==> src/rtl/img_pkg.sv <==
// Shared image-stream types: RGB565 pixel, stream tags, reader FSM states and colour-bar palette.
package img_pkg;

  localparam int R_W   = 5;
  localparam int G_W   = 6;
  localparam int B_W   = 5;
  localparam int PIX_W = R_W + G_W + B_W;

  typedef struct packed {
    logic [R_W-1:0] r;
    logic [G_W-1:0] g;
    logic [B_W-1:0] b;
  } pixel_t;

  typedef struct packed {
    logic valid;
    logic sof;
    logic eol;
  } tag_t;

  typedef enum logic [1:0] {
    S_IDLE,
    S_ACTIVE,
    S_HBLANK,
    S_DRAIN
  } state_t;

  localparam int NUM_BARS = 8;
  localparam logic [15:0] BAR_WHITE   = 16'hFFFF;
  localparam logic [15:0] BAR_YELLOW  = 16'hFFE0;
  localparam logic [15:0] BAR_CYAN    = 16'h07FF;
  localparam logic [15:0] BAR_GREEN   = 16'h07E0;
  localparam logic [15:0] BAR_MAGENTA = 16'hF81F;
  localparam logic [15:0] BAR_RED     = 16'hF800;
  localparam logic [15:0] BAR_BLUE    = 16'h001F;
  localparam logic [15:0] BAR_BLACK   = 16'h0000;

  function automatic pixel_t bar_colour(input logic [2:0] idx);
    logic [15:0] c;
    case (idx)
      3'd0:    c = BAR_WHITE;
      3'd1:    c = BAR_YELLOW;
      3'd2:    c = BAR_CYAN;
      3'd3:    c = BAR_GREEN;
      3'd4:    c = BAR_MAGENTA;
      3'd5:    c = BAR_RED;
      3'd6:    c = BAR_BLUE;
      default: c = BAR_BLACK;
    endcase
    return pixel_t'(c);
  endfunction

endpackage

==> src/rtl/frame_tag_pipe.sv <==
// Fixed-depth delay line that carries stream tags alongside the frame-buffer read latency.
module frame_tag_pipe #(
  parameter int RD_LAT = 2,
  parameter int W      = 3
) (
  input  logic         clk,
  input  logic         rst,
  input  logic [W-1:0] din,
  output logic [W-1:0] dout
);

  logic [W-1:0] stage [RD_LAT];

  always_ff @(posedge clk) begin
    if (rst) begin
      for (int i = 0; i < RD_LAT; i++) stage[i] <= '0;
    end else begin
      stage[0] <= din;
      for (int i = 1; i < RD_LAT; i++) stage[i] <= stage[i-1];
    end
  end

  assign dout = stage[RD_LAT-1];

endmodule

==> src/rtl/frame_pixel_reader.sv <==
// Raster pixel source: streams one RGB565 frame from a fixed-latency frame-buffer read port.
// Defining TEST_PATTERN_EN adds a pattern_sel input selecting an internal 8-bar colour generator.
module frame_pixel_reader
  import img_pkg::*;
#(
  parameter int IMG_WIDTH  = 640,
  parameter int IMG_HEIGHT = 480,
  parameter int HBLANK_CYC = 16,
  parameter int RD_LAT     = 2,
  parameter int ADDR_W     = 19,
  parameter int BASE_ADDR  = 0
) (
  input  logic              clk,
  input  logic              rst,
  input  logic              start,
`ifdef TEST_PATTERN_EN
  input  logic              pattern_sel,
`endif
  output logic              busy,
  output logic              frame_done,
  output logic              mem_rd_en,
  output logic [ADDR_W-1:0] mem_rd_addr,
  input  logic [15:0]       mem_rd_data,
  output logic [15:0]       pixel_out,
  output logic              data_valid_out,
  output logic              sof_out,
  output logic              eol_out
);

  localparam int XW    = (IMG_WIDTH  > 1) ? $clog2(IMG_WIDTH)  : 1;
  localparam int YW    = (IMG_HEIGHT > 1) ? $clog2(IMG_HEIGHT) : 1;
  localparam int HW    = (HBLANK_CYC > 1) ? $clog2(HBLANK_CYC) : 1;
  localparam int DW    = $clog2(RD_LAT + 1);
  localparam int TAG_W = $bits(tag_t);
  localparam logic [XW-1:0] X_LAST  = XW'(IMG_WIDTH - 1);
  localparam logic [YW-1:0] Y_LAST  = YW'(IMG_HEIGHT - 1);
  localparam logic [HW-1:0] HB_LAST = HW'(HBLANK_CYC - 1);
  localparam logic [DW-1:0] DR_LAST = DW'(RD_LAT);
`ifdef TEST_PATTERN_EN
  localparam int BAR_W  = IMG_WIDTH / NUM_BARS;
  localparam int BXW    = (BAR_W > 1) ? $clog2(BAR_W) : 1;
  localparam logic [BXW-1:0] BX_LAST = BXW'(BAR_W - 1);
  localparam int PIPE_W = TAG_W + PIX_W;
`else
  localparam int PIPE_W = TAG_W;
`endif

  state_t            state, state_nxt;
  logic [XW-1:0]     x;
  logic [YW-1:0]     y;
  logic [HW-1:0]     hb_cnt;
  logic [DW-1:0]     drain_cnt;
  logic [ADDR_W-1:0] addr;
  logic              accept, issue, last_x, last_y, hb_done, drain_done;
  tag_t              tag_in, tag_out;
  logic [PIPE_W-1:0] pipe_in, pipe_out;
  logic              pat_active;

`ifdef TEST_PATTERN_EN
  logic              pat_mode;
  logic [BXW-1:0]    bar_x;
  logic [2:0]        bar_idx;
  pixel_t            pat_pix, pat_pix_out;
  assign pat_active = pat_mode;
`else
  assign pat_active = 1'b0;
`endif

  always_comb begin
    state_nxt  = state;
    last_x     = (x == X_LAST);
    last_y     = (y == Y_LAST);
    hb_done    = (hb_cnt == HB_LAST);
    drain_done = (drain_cnt == DR_LAST);
    accept     = 1'b0;
    issue      = (state == S_ACTIVE);
    case (state)
      S_IDLE: begin
        accept = start && !frame_done;
        if (accept) state_nxt = S_ACTIVE;
      end
      S_ACTIVE: begin
        if (last_x) begin
          if (last_y)               state_nxt = S_DRAIN;
          else if (HBLANK_CYC != 0) state_nxt = S_HBLANK;
        end
      end
      S_HBLANK: if (hb_done)    state_nxt = S_ACTIVE;
      S_DRAIN:  if (drain_done) state_nxt = S_IDLE;
      default:  state_nxt = S_IDLE;
    endcase
    mem_rd_en     = issue && !pat_active;
    tag_in.valid  = issue;
    tag_in.sof    = issue && (x == '0) && (y == '0);
    tag_in.eol    = issue && last_x;
`ifdef TEST_PATTERN_EN
    pat_pix       = bar_colour(bar_idx);
    pipe_in       = {tag_in, pat_pix};
    pat_pix_out   = pixel_t'(pipe_out[PIX_W-1:0]);
`else
    pipe_in       = tag_in;
`endif
    tag_out       = tag_t'(pipe_out[PIPE_W-1 -: TAG_W]);
  end

  // Sequencer: the address is a running counter so no x*width product is ever formed.
  always_ff @(posedge clk) begin
    if (rst) begin
      state      <= S_IDLE;
      x          <= '0;
      y          <= '0;
      hb_cnt     <= '0;
      drain_cnt  <= '0;
      addr       <= '0;
      busy       <= 1'b0;
      frame_done <= 1'b0;
    end else begin
      state      <= state_nxt;
      frame_done <= 1'b0;
      case (state)
        S_IDLE: begin
          if (accept) begin
            busy <= 1'b1;
            addr <= ADDR_W'(BASE_ADDR);
            x    <= '0;
            y    <= '0;
          end
        end
        S_ACTIVE: begin
          addr      <= addr + ADDR_W'(1);
          hb_cnt    <= '0;
          drain_cnt <= '0;
          if (last_x) begin
            x <= '0;
            if (!last_y && HBLANK_CYC == 0) y <= y + YW'(1);
          end else begin
            x <= x + XW'(1);
          end
        end
        S_HBLANK: begin
          hb_cnt <= hb_cnt + HW'(1);
          if (hb_done) y <= y + YW'(1);
        end
        S_DRAIN: begin
          drain_cnt <= drain_cnt + DW'(1);
          if (drain_done) begin
            frame_done <= 1'b1;
            busy       <= 1'b0;
          end
        end
        default: ;
      endcase
    end
  end

`ifdef TEST_PATTERN_EN
  // Bar position is tracked incrementally per line, mirroring the address counter.
  always_ff @(posedge clk) begin
    if (rst) begin
      pat_mode <= 1'b0;
      bar_x    <= '0;
      bar_idx  <= '0;
    end else if (accept) begin
      pat_mode <= pattern_sel;
      bar_x    <= '0;
      bar_idx  <= '0;
    end else if (issue) begin
      if (last_x) begin
        bar_x   <= '0;
        bar_idx <= '0;
      end else if (bar_x == BX_LAST) begin
        bar_x   <= '0;
        bar_idx <= bar_idx + 3'd1;
      end else begin
        bar_x <= bar_x + BXW'(1);
      end
    end
  end
`endif

  frame_tag_pipe #(.RD_LAT(RD_LAT), .W(PIPE_W)) u_tag_pipe (
    .clk  (clk),
    .rst  (rst),
    .din  (pipe_in),
    .dout (pipe_out)
  );

  always_ff @(posedge clk) begin
    if (rst) begin
      pixel_out      <= '0;
      data_valid_out <= 1'b0;
      sof_out        <= 1'b0;
      eol_out        <= 1'b0;
    end else begin
      data_valid_out <= tag_out.valid;
      sof_out        <= tag_out.sof;
      eol_out        <= tag_out.eol;
      if (tag_out.valid) begin
`ifdef TEST_PATTERN_EN
        if (pat_mode) pixel_out <= pat_pix_out;
        else          pixel_out <= mem_rd_data;
`else
        pixel_out <= mem_rd_data;
`endif
      end
    end
  end

  assign mem_rd_addr = addr;

endmodule
==> config.mk <==
export PLATFORM = sky130hd
export DESIGN_NAME = frame_pixel_reader
export DESIGN_NICKNAME = d
export VERILOG_FILES = /design/src/rtl/img_pkg.sv /design/src/rtl/frame_tag_pipe.sv /design/src/rtl/frame_pixel_reader.sv
export SDC_FILE = /design/constraint.sdc
export NUM_CORES = 1
export LEC_CHECK = 0
export CAP_MARGIN = 20
export CELL_PAD_IN_SITES_DETAIL_PLACEMENT = 1
export CELL_PAD_IN_SITES_GLOBAL_PLACEMENT = 2
export CORE_UTILIZATION = 33
export CTS_BUF_LIST = sky130_fd_sc_hd__clkbuf_4 sky130_fd_sc_hd__clkbuf_8
export DETAILED_ROUTE_END_ITERATION = 8
export PLACE_DENSITY_LB_ADDON = 0.1
export SLEW_MARGIN = 20
export SYNTH_ARGS = -nofsm -noshare
export SYNTH_HDL_FRONTEND = slang
export SYNTH_HIERARCHICAL = 1
export SYNTH_SLANG_ARGS = --single-unit
export TNS_END_PERCENT = 100
==> constraint.sdc <==
create_clock -name clk -period 2.3 [get_ports clk]
set_input_delay 0.46 -clock clk [delete_from_list [all_inputs] [get_ports clk]]
set_output_delay 0.46 -clock clk [all_outputs]
set_load 0.01 [all_outputs]
==> key figures, run 1 <==
Critical path
  • Slowest CP cell: clkdlybuf4s50_1
  • Kind of critical path: flip-flop to output pin
  • Worst r2r src: state[0]$_SDFFE_PP0P_
  • Reg2reg path depth: 7
  • Worst EP required: 1.84 ns
  • Worst setup EP type: output pin
  • Max stage delay on crit path: 0.49 ns
  • Worst Path Max Fanout: 8
  • Reg-to-reg setup timing slack: 0.18 ns
  • Worst Setup EP: mem_rd_en
  • Crit path launch type: flip-flop
  • CP Cell Sequence: inv_1 > ha_1 > buf_4 > clkdlybuf4s50_1
  • CP startpoint: state[1]$_SDFFE_PP0P_
  • Reg2reg end: mem_rd_addr[5]$_SDFFE_PP0P_
  • Arrival @ worst endpoint: 1.69 ns

Synth
  • Syn Nets: 403
  • #FFs+latches synth: 73
  • Synth warn: 6
  • Post-synth EDFFs: 0
  • Asr flop ratio synth: 0
  • Post-synthesis sequential area ratio: 0.439
  • Syn Inst Count: 373
  • Synth unique cells: 50
  • Ys flop type: dfxtp_1
  • Area of the mapped netlist: 0.00333 mm2
  • Syn Area/Cell: 8.93 um2

Layout
  • Layout cells sized above 1: 0.0833
  • Most frequent cells in the layout: dfxtp_1, clkdlybuf4s50_1, nor2_1
  • N_diodes: 0
  • Commonest non-fill, non-tap cell in the layout: dfxtp_1
  • NumNets Final: 469
  • Multi-input logic area: 0.00170 mm2
  • Non-Filler Instances: 577
  • Register area: 0.00146 mm2
  • Fillers: 1141
  • Area growth syn-to-layout: 29.7%

Place
  • Placer Congestion: 0.765
  • Post-detail-place hpwl: 6230 um
  • Number of I/O port buffers: 59
  • Placed cell count: 561

Flow run
  • Max Cap Violations: 0

Drt
  • # DRC: 0
  • Routed WL per cell: 14.7 um
  • Vias per cell: 5.15
  • Initial DRC count: 60
  • Antenna viol nets, final: 0
  • Via count: 2973
  • Drt pass-1 iters: 4
  • Final WL: 8490 um

Floorplanning
  • Starting Density: 0.341
  • Die ar.: 0.0105 mm2
  • IO Pins: 60
  • CORE AREA: 0.00977 mm2
  • Die H: 102 um
  • Die W: 102 um
  • Rows: 36

GRT
  • GRT Total Usage: 0.173
  • First-pass GRT wire length: 14100 um
  • Global route total overflow: 0
  • Largest net degree at the start of global routing: 44
  • Antenna violations before repair: 0
  • Vias in the first global route: 2980

STA
  • Final Setup Violations: 0
  • Worst slew margin: 0.611
  • Crit share post-route: 0.935
  • Final Skew: 0.0112 ns
  • Actual slew at the worst max-slew pin: 0.569 ns
  • Final Hold Vio Count: 0
  • RSZ-0062 raised after global routing: false
  • Post-route minimum period: 2.15 ns
  • Fmax achieved: 465 MHz
  • Slew Viols, Final: 0

Pwr
  • P_leak: 1.49 nW
  • Peak supply drop: 292 uV
  • Power per cell area: 645 mW/mm2
  • Power Total: 2.79 mW

CTS
  • CTS H-tree depth: 3
  • CTS tree: built
  • Post-cts sizing count: 0
  • Reg clk slew, reported paths: 0.09 ns
  • Hold Buf Count CTS: 0
  • Postcts setup bufs: 0
  • Worst-Skew Late Latency: 0.36 ns
  • Clock buffer count from CTS: 9
  • Clk buf depth: 2
  • Root Buffer: clkbuf_8
  • Clock sinks: 73

Status
  • Outcome: finished, final reports clean

Hold path
  • HP Class: flip-flop to flip-flop
-- worst min-delay path by stage --
stage	start	slack, ns	to	depth (start not counted)
floorplan	u_tag_pipe/stage[0][0]$_SDFF_PP0_	0.41	u_tag_pipe/stage[0][3]$_SDFF_PP0_	1
global placement	u_tag_pipe/stage[0][2]$_SDFF_PP0_	0.42	u_tag_pipe/stage[0][5]$_SDFF_PP0_	1
detailed placement	u_tag_pipe/stage[0][1]$_SDFF_PP0_	0.42	u_tag_pipe/stage[0][4]$_SDFF_PP0_	1
CTS	u_tag_pipe/stage[0][1]$_SDFF_PP0_	0.44	u_tag_pipe/stage[0][4]$_SDFF_PP0_	1
global route	u_tag_pipe/stage[0][1]$_SDFF_PP0_	0.46	u_tag_pipe/stage[0][4]$_SDFF_PP0_	1
finish	u_tag_pipe/stage[0][1]$_SDFF_PP0_	0.44	u_tag_pipe/stage[0][4]$_SDFF_PP0_	1
-- cell families (layout without fill, tap and decap cells) --
family,count (synthesis),after routing,share of synthesized area
and+or+nand+nor,147,147,0.236
AOI/OAI and AO/OA,79,79,0.152
DFF,73,73,0.439
buffers and inverters,35,106,0.0522
muxes,17,17,0.0511
adders and majority gates,11,11,0.0413
xor gates and xnor gates,11,11,0.0289
-- report_power, final --
part | internal, mW | switching [mW]
Clock | 0.622 | 0.533
Combinational | 0.148 | 0.168
Sequential | 1.29 | 0.0238
-- sequential cells by signal, summed over array words and instances, names as in the netlist, 2 cells and up --
register,flops
drain_cnt,2
hb_cnt,4
mem_rd_addr,19
pixel_out,16
state,2
u_tag_pipe/stage,6
x,10
y,9
-- final cells by class --
class	count	area share
multi-input cells	265	0.393
flip-flops and latches	73	0.338
repair buffers	75	0.164
well taps	133	0.0385
clock buffers	9	0.0287
clock inverters	7	0.0237
inverters	15	0.0130
-- cells in the mapped netlist (4+ instances only) --
| cell | instances | area (um2) |
|---|---|---|
| buf_2 | 4 | 20.0 |
| buf_4 | 4 | 30.0 |
| nor4_1 | 5 | 31.3 |
| nand2_1 | 22 | 82.6 |
| or3_1 | 8 | 50.1 |
| o21ai_0 | 12 | 60.1 |
| nand2b_1 | 7 | 43.8 |
| nand3_1 | 13 | 65.1 |
| nor2b_1 | 10 | 62.6 |
| and3_1 | 6 | 37.5 |
| clkbuf_1 | 7 | 26.3 |
| or4_1 | 13 | 97.6 |
| o31ai_1 | 8 | 60.1 |
| nor2_1 | 40 | 150 |
| nand4_1 | 6 | 37.5 |
| dfxtp_1 | 73 | 1460 |
| a21oi_1 | 30 | 150 |
| xnor2_1 | 5 | 43.8 |
| xor2_1 | 6 | 52.6 |
| ha_1 | 11 | 138 |
| o211ai_1 | 7 | 52.6 |
| nand3b_1 | 4 | 30.0 |
| mux2i_1 | 17 | 170 |
| inv_1 | 15 | 56.3 |
-- worst max-delay path: cells and delay by family, from the launching register on --
family	cells	cell delay [ns]
adders and majority gates	1	0.20
buffers and inverters	3	0.74
DFF	1	0.39
-- layer usage --
metal | global-route usage | share of wire | vias up
met5 | 0 | 0 | -
met1 | 0.215 | 0.46 | 1428
met3 | 0.0349 | 0.042 | 13
li1 | - | - | 1474
met2 | 0.292 | 0.48 | 58
met4 | 0.0714 | 0.015 | 0
-- metrics by stage --
stage | hold slack, ns | area [um2] | setup TNS (ns) | utilization | setup WS (ns)
2_1_floorplan | 0.414 | 3330 | 0 | - | 0.339
3_3_place_gp | 0.417 | 4090 | -0.0722 | 0.418 | -0.0324
3_5_place_dp | 0.425 | 4090 | -0.216 | 0.418 | -0.0710
4_1_cts | 0.444 | 4320 | 0 | 0.442 | 0.0762
5_1_grt | 0.456 | 4320 | 0 | 0.442 | 0.0182
6_report | 0.440 | 4320 | 0 | 0.442 | 0.151
Power figures use the tool's default switching activity.
==> inputs of run 2 (changes only) <==
--- a/config.mk
+++ b/config.mk
@@ -11,6 +11,7 @@
 export CORE_UTILIZATION = 33
 export CTS_BUF_LIST = sky130_fd_sc_hd__clkbuf_4 sky130_fd_sc_hd__clkbuf_8
 export DETAILED_ROUTE_END_ITERATION = 8
+export GPL_ROUTABILITY_DRIVEN = 0
 export PLACE_DENSITY_LB_ADDON = 0.1
 export SLEW_MARGIN = 20
 export SYNTH_ARGS = -nofsm -noshare
==> results of run 2 <==
The final DEF is identical to that of run 1; final timing and power are the same.
